**config.mk**
```make
export PLATFORM = sky130hd
export DESIGN_NAME = cdb_arbiter
export DESIGN_NICKNAME = d
export VERILOG_FILES = /design/src/rtl/cdb_arbiter_pkg.sv /design/src/rtl/cdb_fifo.sv /design/src/rtl/cdb_arbiter.sv
export SDC_FILE = /design/constraint.sdc
export NUM_CORES = 1
export LEC_CHECK = 0
export CAP_MARGIN = 40
export CORE_MARGIN = 1.5
export CORE_UTILIZATION = 55
export CTS_CLUSTER_SIZE = 28
export DETAILED_ROUTE_END_ITERATION = 8
export GPL_TIMING_DRIVEN = 1
export HOLD_SLACK_MARGIN = 0.05
export PLACE_DENSITY = 0.77
export SETUP_SLACK_MARGIN = 0.05
export SLEW_MARGIN = 10
export SYNTH_ARGS = -nofsm -noshare
export SYNTH_HDL_FRONTEND = slang
export SYNTH_SLANG_ARGS = --single-unit
```
**constraint.sdc**
```tcl
create_clock -name clk -period 4.44 [get_ports clk]
set_clock_uncertainty 0.1 [all_clocks]
set_input_delay 0.444 -clock clk [delete_from_list [all_inputs] [get_ports clk]]
set_output_delay 0.444 -clock clk [all_outputs]
set_load 0.005 [all_outputs]
```
**src/rtl/cdb_arbiter_pkg.sv**
```systemverilog
// Shared definitions for the common-data-bus arbiter: data/tag types, the "no result"
// tag and the bus source encoding.
package cdb_arbiter_pkg;
    localparam int DATA_W_DEF = 32;
    localparam int ROB_W_DEF  = 4;

    typedef logic [DATA_W_DEF-1:0] DATA_TYPE;
    typedef logic [ROB_W_DEF-1:0]  ROB_POS_TYPE;

    localparam ROB_POS_TYPE ZERO_ROB = '0;
    localparam logic TRUE  = 1'b1;
    localparam logic FALSE = 1'b0;

    typedef enum logic {
        CDB_SRC_ALU = 1'b0,
        CDB_SRC_LSB = 1'b1
    } cdb_src_e;
endpackage

```
**src/rtl/cdb_fifo.sv**
```systemverilog
// Per-producer result queue: head is visible combinationally on dout, a pop and a push
// may share a cycle even when full, and flush empties the queue.
module cdb_fifo #(
    parameter int WIDTH = 36,
    parameter int DEPTH = 4
) (
    input  logic                     clk,
    input  logic                     rst,
    input  logic                     rdy,
    input  logic                     push,
    input  logic                     pop,
    input  logic                     flush,
    input  logic [WIDTH-1:0]         din,
    output logic [WIDTH-1:0]         dout,
    output logic [$clog2(DEPTH):0]   count,
    output logic                     empty,
    output logic                     full
);
    localparam int AW = $clog2(DEPTH);

    logic [WIDTH-1:0] mem [DEPTH];
    logic [AW-1:0]    rd_ptr;
    logic [AW-1:0]    wr_ptr;
    logic             do_pop;
    logic             do_push;

    assign empty   = (count == '0);
    assign full    = (count == (AW+1)'(DEPTH));
    assign do_pop  = pop && !empty;
    assign do_push = push && (!full || do_pop);
    assign dout    = mem[rd_ptr];

    always_ff @(posedge clk or posedge rst) begin
        if (rst) begin
            rd_ptr <= '0;
            wr_ptr <= '0;
            count  <= '0;
        end else if (rdy) begin
            if (flush) begin
                rd_ptr <= '0;
                wr_ptr <= '0;
                count  <= '0;
            end else begin
                if (do_pop)  rd_ptr <= rd_ptr + 1'b1;
                if (do_push) wr_ptr <= wr_ptr + 1'b1;
                count <= count + {{AW{1'b0}}, do_push} - {{AW{1'b0}}, do_pop};
            end
        end
    end

    // Storage needs no reset: entries are only ever read behind a valid count.
    always_ff @(posedge clk) begin
        if (rdy && !flush && do_push) mem[wr_ptr] <= din;
    end
endmodule

```
**src/rtl/cdb_arbiter.sv**
```systemverilog
// Round-robin arbiter sharing the CDB between the ALU and LSB result queues, with
// registered broadcast, early stall and a sticky overflow flag.
module cdb_arbiter
    import cdb_arbiter_pkg::*;
#(
    parameter int DATA_W     = 32,
    parameter int ROB_W      = 4,
    parameter int FIFO_DEPTH = 4
) (
    input  logic              clk,
    input  logic              rst,
    input  logic              rdy,
    input  logic [ROB_W-1:0]  in_alu_pos,
    input  logic [DATA_W-1:0] in_alu_value,
    input  logic [ROB_W-1:0]  in_lsb_pos,
    input  logic [DATA_W-1:0] in_lsb_value,
    input  logic              in_rob_xbp,
    output logic              out_alu_stall,
    output logic              out_lsb_stall,
    output logic [ROB_W-1:0]  out_cdb_pos,
    output logic [DATA_W-1:0] out_cdb_value,
    output logic              out_cdb_src,
    output logic              out_overflow
);
    localparam int EW = DATA_W + ROB_W;
    localparam int CW = $clog2(FIFO_DEPTH) + 1;

    logic          alu_push, lsb_push;
    logic          alu_pop, lsb_pop;
    logic [EW-1:0] alu_dout, lsb_dout;
    logic [CW-1:0] alu_count, lsb_count;
    logic          alu_empty, lsb_empty;
    logic          alu_full, lsb_full;
    logic          alu_drop, lsb_drop;
    logic [CW-1:0] alu_cnt_nx, lsb_cnt_nx;
    cdb_src_e      rr_ptr;

    assign alu_push = (in_alu_pos != ROB_W'(ZERO_ROB));
    assign lsb_push = (in_lsb_pos != ROB_W'(ZERO_ROB));

    always_comb begin
        alu_pop = FALSE;
        lsb_pop = FALSE;
        if (!in_rob_xbp) begin
            if (!alu_empty && !lsb_empty) begin
                if (rr_ptr == CDB_SRC_LSB) lsb_pop = TRUE;
                else                       alu_pop = TRUE;
            end else if (!alu_empty) begin
                alu_pop = TRUE;
            end else if (!lsb_empty) begin
                lsb_pop = TRUE;
            end
        end
    end

    // A push into a full queue survives only if the same queue pops this cycle.
    assign alu_drop   = alu_push && alu_full && !alu_pop;
    assign lsb_drop   = lsb_push && lsb_full && !lsb_pop;
    assign alu_cnt_nx = alu_count + {{(CW-1){1'b0}}, alu_push && !alu_drop}
                                  - {{(CW-1){1'b0}}, alu_pop};
    assign lsb_cnt_nx = lsb_count + {{(CW-1){1'b0}}, lsb_push && !lsb_drop}
                                  - {{(CW-1){1'b0}}, lsb_pop};

    cdb_fifo #(.WIDTH(EW), .DEPTH(FIFO_DEPTH)) u_alu_fifo (
        .clk(clk), .rst(rst), .rdy(rdy),
        .push(alu_push), .pop(alu_pop), .flush(in_rob_xbp),
        .din({in_alu_pos, in_alu_value}), .dout(alu_dout),
        .count(alu_count), .empty(alu_empty), .full(alu_full)
    );

    cdb_fifo #(.WIDTH(EW), .DEPTH(FIFO_DEPTH)) u_lsb_fifo (
        .clk(clk), .rst(rst), .rdy(rdy),
        .push(lsb_push), .pop(lsb_pop), .flush(in_rob_xbp),
        .din({in_lsb_pos, in_lsb_value}), .dout(lsb_dout),
        .count(lsb_count), .empty(lsb_empty), .full(lsb_full)
    );

    always_ff @(posedge clk or posedge rst) begin
        if (rst) begin
            rr_ptr        <= CDB_SRC_ALU;
            out_cdb_pos   <= '0;
            out_cdb_value <= '0;
            out_cdb_src   <= CDB_SRC_ALU;
            out_alu_stall <= FALSE;
            out_lsb_stall <= FALSE;
            out_overflow  <= FALSE;
        end else if (rdy) begin
            if (in_rob_xbp) begin
                rr_ptr        <= CDB_SRC_ALU;
                out_cdb_pos   <= '0;
                out_alu_stall <= FALSE;
                out_lsb_stall <= FALSE;
            end else begin
                if (alu_pop) begin
                    {out_cdb_pos, out_cdb_value} <= alu_dout;
                    out_cdb_src <= CDB_SRC_ALU;
                    rr_ptr      <= CDB_SRC_LSB;
                end else if (lsb_pop) begin
                    {out_cdb_pos, out_cdb_value} <= lsb_dout;
                    out_cdb_src <= CDB_SRC_LSB;
                    rr_ptr      <= CDB_SRC_ALU;
                end else begin
                    out_cdb_pos <= '0;
                end
                out_alu_stall <= (alu_cnt_nx >= CW'(FIFO_DEPTH - 1));
                out_lsb_stall <= (lsb_cnt_nx >= CW'(FIFO_DEPTH - 1));
                out_overflow  <= out_overflow | alu_drop | lsb_drop;
            end
        end
    end
endmodule

```
==> reports/metrics.csv <==
stage,metric,value,unit
grt,initial antenna violation count,1,
synth,Syn Inst Count,690,
sta,fin crit share,67.8,%
pwr,sequential share of power,42.4,%
route,DRC,0,
layout,diode count,0,
critical_path,Max Fanout on Critical Path,16,
cts,maximum root-to-sink buffer count,3,
synth,largest cells by area after synthesis,"edfxtp_1 64%, mux4_2 12%, dfrtp_1 10%",
synth,area of the mapped netlist,0.0135,mm²
die,die width,160,µm
route,Routed Antenna Nets,0,
critical_path,crit path capture type,flop,
critical_path,buffers and inverters on the worst path,3,
die,Die H,160,µm
sta,setup TNS,0,ns
critical_path,critical path type,primary input to flop,
critical_path,slowest cell on the critical path,clkdlybuf4s50_1,
sta,final hold slack,0.208,ns
sta,Slew Limit Fails,0,
cts,CTS tree,yes,
route,wire length per cell,24.2,µm
grt,largest net degree at the start of global routing,35,
pwr,P_leak,5.53,nW
job,Max-cap violations,0,
synth,sequential cell area fraction in the yosys report,74.1,%
die,row cnt,57,
cts,clock slew at reported path FFs,0.06,ns
synth,Yosys Warn Count,0,
pwr,Sw Pwr,2.80,mW
synth,Synth cell types,48,
cts,Post-CTS Setup Bufs,0,
sta,fmax,0.332,GHz
route,Vias,6919,
layout,Post-Layout Cell Count,1178,
critical_path,crit-path max cell delay,0.91,ns
critical_path,Worst Path Required,4.71,ns
layout,final net count,923,
grt,vias in the first global route,7360,
cts,hold_buf cts,0,
synth,Post-synth EDFFs,288,
grt,total gr overflow,0,
pwr,maximum VDD drop,321,µV
grt,first-pass GRT wire length,43900,µm
critical_path,CP top delay family,buffers and inverters,
die,Core Box Area,0.0242,mm²
place,Routability Congestion,0.798,
die,Boundary Pins,116,
layout,share of cells above drive strength 1,19.3,%
pwr,Logic pwr share,28.6,%
layout,"commonest non-fill, non-tap cell in the layout",edfxtp_1,
route,Pre-Repair DR Iteration Count,4,
sta,slew margin rel.,47.4,%
layout,Syn-to-layout area delta,20.9,%
sta,Fin. Hold Viols,0,
synth,async set-or-reset flop fraction in the synthesized netlist,16.0,%
place,I/O Buffers,115,
sta,Worst Tran Pin Value,0.789,ns
min_path,Hold Path Class,primary input to asynchronous set/reset pin,
place,dpl cells,1114,
route,vias per cell,5.87,
route,Detailed Route WL,28500,µm
synth,Mean Syn Cell Area,19.6,µm²
cts,worst-skew pair later-pin latency,0.51,ns
pwr,PwrDens,606,mW/mm²
outcome,outcome,"finished, final reports clean",
critical_path,Crit path arrival time,3.28,ns
grt,GRT Util Overall,23.1,%
route,DR iter-0 viols,552,
synth,"Net Count, Synth",786,
die,starting density of the core,55.8,%
place,detailed placement HPWL,18200,µm
sta,min Tclk post-route,3.01,ns
synth,prevailing post-synth register cell,edfxtp_1,
critical_path,R2R Setup Slk,1.49,ns
layout,fillers,1555,
critical_path,Setup crit start kind,primary input,
cts,H-tree depth,2,
sta,RSZ-0062 raised after global routing,false,
layout,most frequent cells in the layout,"288 x edfxtp_1, 115 x clkdlybuf4s50_1, 72 x mux4_2",
cts,Sinks on Clock Net,343,
critical_path,worst-path cell chain,clkdlybuf4s50_1 > inv_1 > o211a_1 > ha_1 > inv_1 > ha_1 > fa_1 > xnor2_1 > a21oi_1 > o2bb2ai_1,
sta,Final Setup Violations,0,
pwr,switching share of power,28.2,%
pwr,Internal,7.11,mW
cts,clock root buffer,clkbuf_16,
synth,cell taking the most area after synthesis,edfxtp_1,
die,Die Area,0.0255,mm²
cts,post-cts resize count,0,
pwr,clock share of power,29.0,%
cts,total CTS buffers,35,
synth,top cell type's share of synthesized area,63.9,%
synth,"flops & latches, synth",343,
[synth_stat cells, drive strengths merged (3+ instances only)]
cell,count
and2,6
dfrtp,55
inv,20
nor3,7
mux2i,35
nand2,11
ha,16
a221o,5
o211a,3
mux4,72
buf,18
fa,4
o211ai,4
xnor2,5
o21ai,11
clkbuf,18
o2bb2ai,3
edfxtp,288
and3,8
a21oi,36
nor2,40
[flip-flops by register name (all words and copies together) (netlist names)]
signal / count
u_alu_fifo.mem: 144
u_lsb_fifo.mem: 144
out_cdb_value: 32
out_cdb_pos: 4
u_alu_fifo.count: 3
u_lsb_fifo.count: 3
u_alu_fifo.rd_ptr: 2
u_alu_fifo.wr_ptr: 2
u_lsb_fifo.rd_ptr: 2
u_lsb_fifo.wr_ptr: 2
out_alu_stall: 1
out_cdb_src: 1
out_lsb_stall: 1
out_overflow: 1
rr_ptr: 1
[through the flow]
step	setup slack (ns)	total power, mW	util, %	instance area [µm²]
after CTS	1.49	10.0	67.5	16400
after global placement	1.07	6.95	62.1	15100
final	1.43	9.90	67.5	16400
after detailed placement	0.951	7.12	62.8	15200
after floorplan	1.59	6.06	-	13500
after global routing	1.29	10.4	67.5	16400
[path summary, 6_finish.rpt]
path / endpoint / start / cells after the start
worst max register to register: u_alu_fifo.mem[0][28]$_DFFE_PP_ / u_lsb_fifo.count[2]$_DFFE_PP0P_ / 4
worst min-delay path: out_cdb_value[5]$_DFFE_PP0P_ / rst / 2
max in group asynchronous: u_lsb_fifo.rd_ptr[0]$_DFFE_PP0P_ / rst / 3
worst min register to register: out_alu_stall$_DFFE_PP0P_ / out_alu_stall$_DFFE_PP0P_ / 1
min in group clk: out_alu_stall$_DFFE_PP0P_ / out_alu_stall$_DFFE_PP0P_ / 1
worst max-delay path: out_lsb_stall$_DFFE_PP0P_ / in_rob_xbp / 10
[power by group through the flow]
stage	combinational, mW	sequential (mW)	clock, mW
after global routing	3.08	4.24	3.06
after floorplan	1.91	4.15	0
after detailed placement	2.86	4.26	0
final	2.83	4.20	2.87
after CTS	2.88	4.20	2.93
after global placement	2.53	4.43	0
[routing by layer]
| layer | vias up | track usage, % | share of wire, % |
|---|---|---|---|
| li1 | 3027 | - | - |
| met1 | 3604 | 32.3 | 42 |
| met2 | 250 | 37.8 | 50 |
| met3 | 36 | 5.40 | 6.7 |
| met4 | 2 | 4.89 | 1.4 |
| met5 | - | 0 | 0.060 |
[final cells by class]
| class | instances | area, µm² | area share, % |
|---|---|---|---|
| Clock inverter | 9 | 114 | 0.696 |
| Multi-Input combinational cell | 291 | 3240 | 19.8 |
| Sequential cell | 343 | 10000 | 61.3 |
| Timing Repair Buffer | 136 | 1470 | 8.98 |
| Tap cell | 324 | 405 | 2.48 |
| Inverter | 20 | 75.1 | 0.459 |
| Clock buffer | 55 | 1020 | 6.25 |
[worst register-to-register path: cells and delay by family, from the launching register on]
family | cells | cell delay (ns)
AOI/OAI and AO/OA | 2 | 0.96
buffers and inverters | 1 | 0.29
DFF | 1 | 0.50
and+or+nand+nor | 1 | 0.81
[cells by family (layout without fill, tap and decap cells)]
group,count (synthesis),after routing,share of synthesized area [%]
XOR/XNOR,6,6,0.388
AND/OR/NAND/NOR,84,84,3.22
multiplexers,107,107,14.6
adder cells (fa/ha/maj),20,20,2.07
buffers and inverters,56,220,2.06
flip-flops,343,343,74.1
AO/OA/AOI/OAI,74,74,3.57
Note: power is estimated with default switching activity, not from simulation.
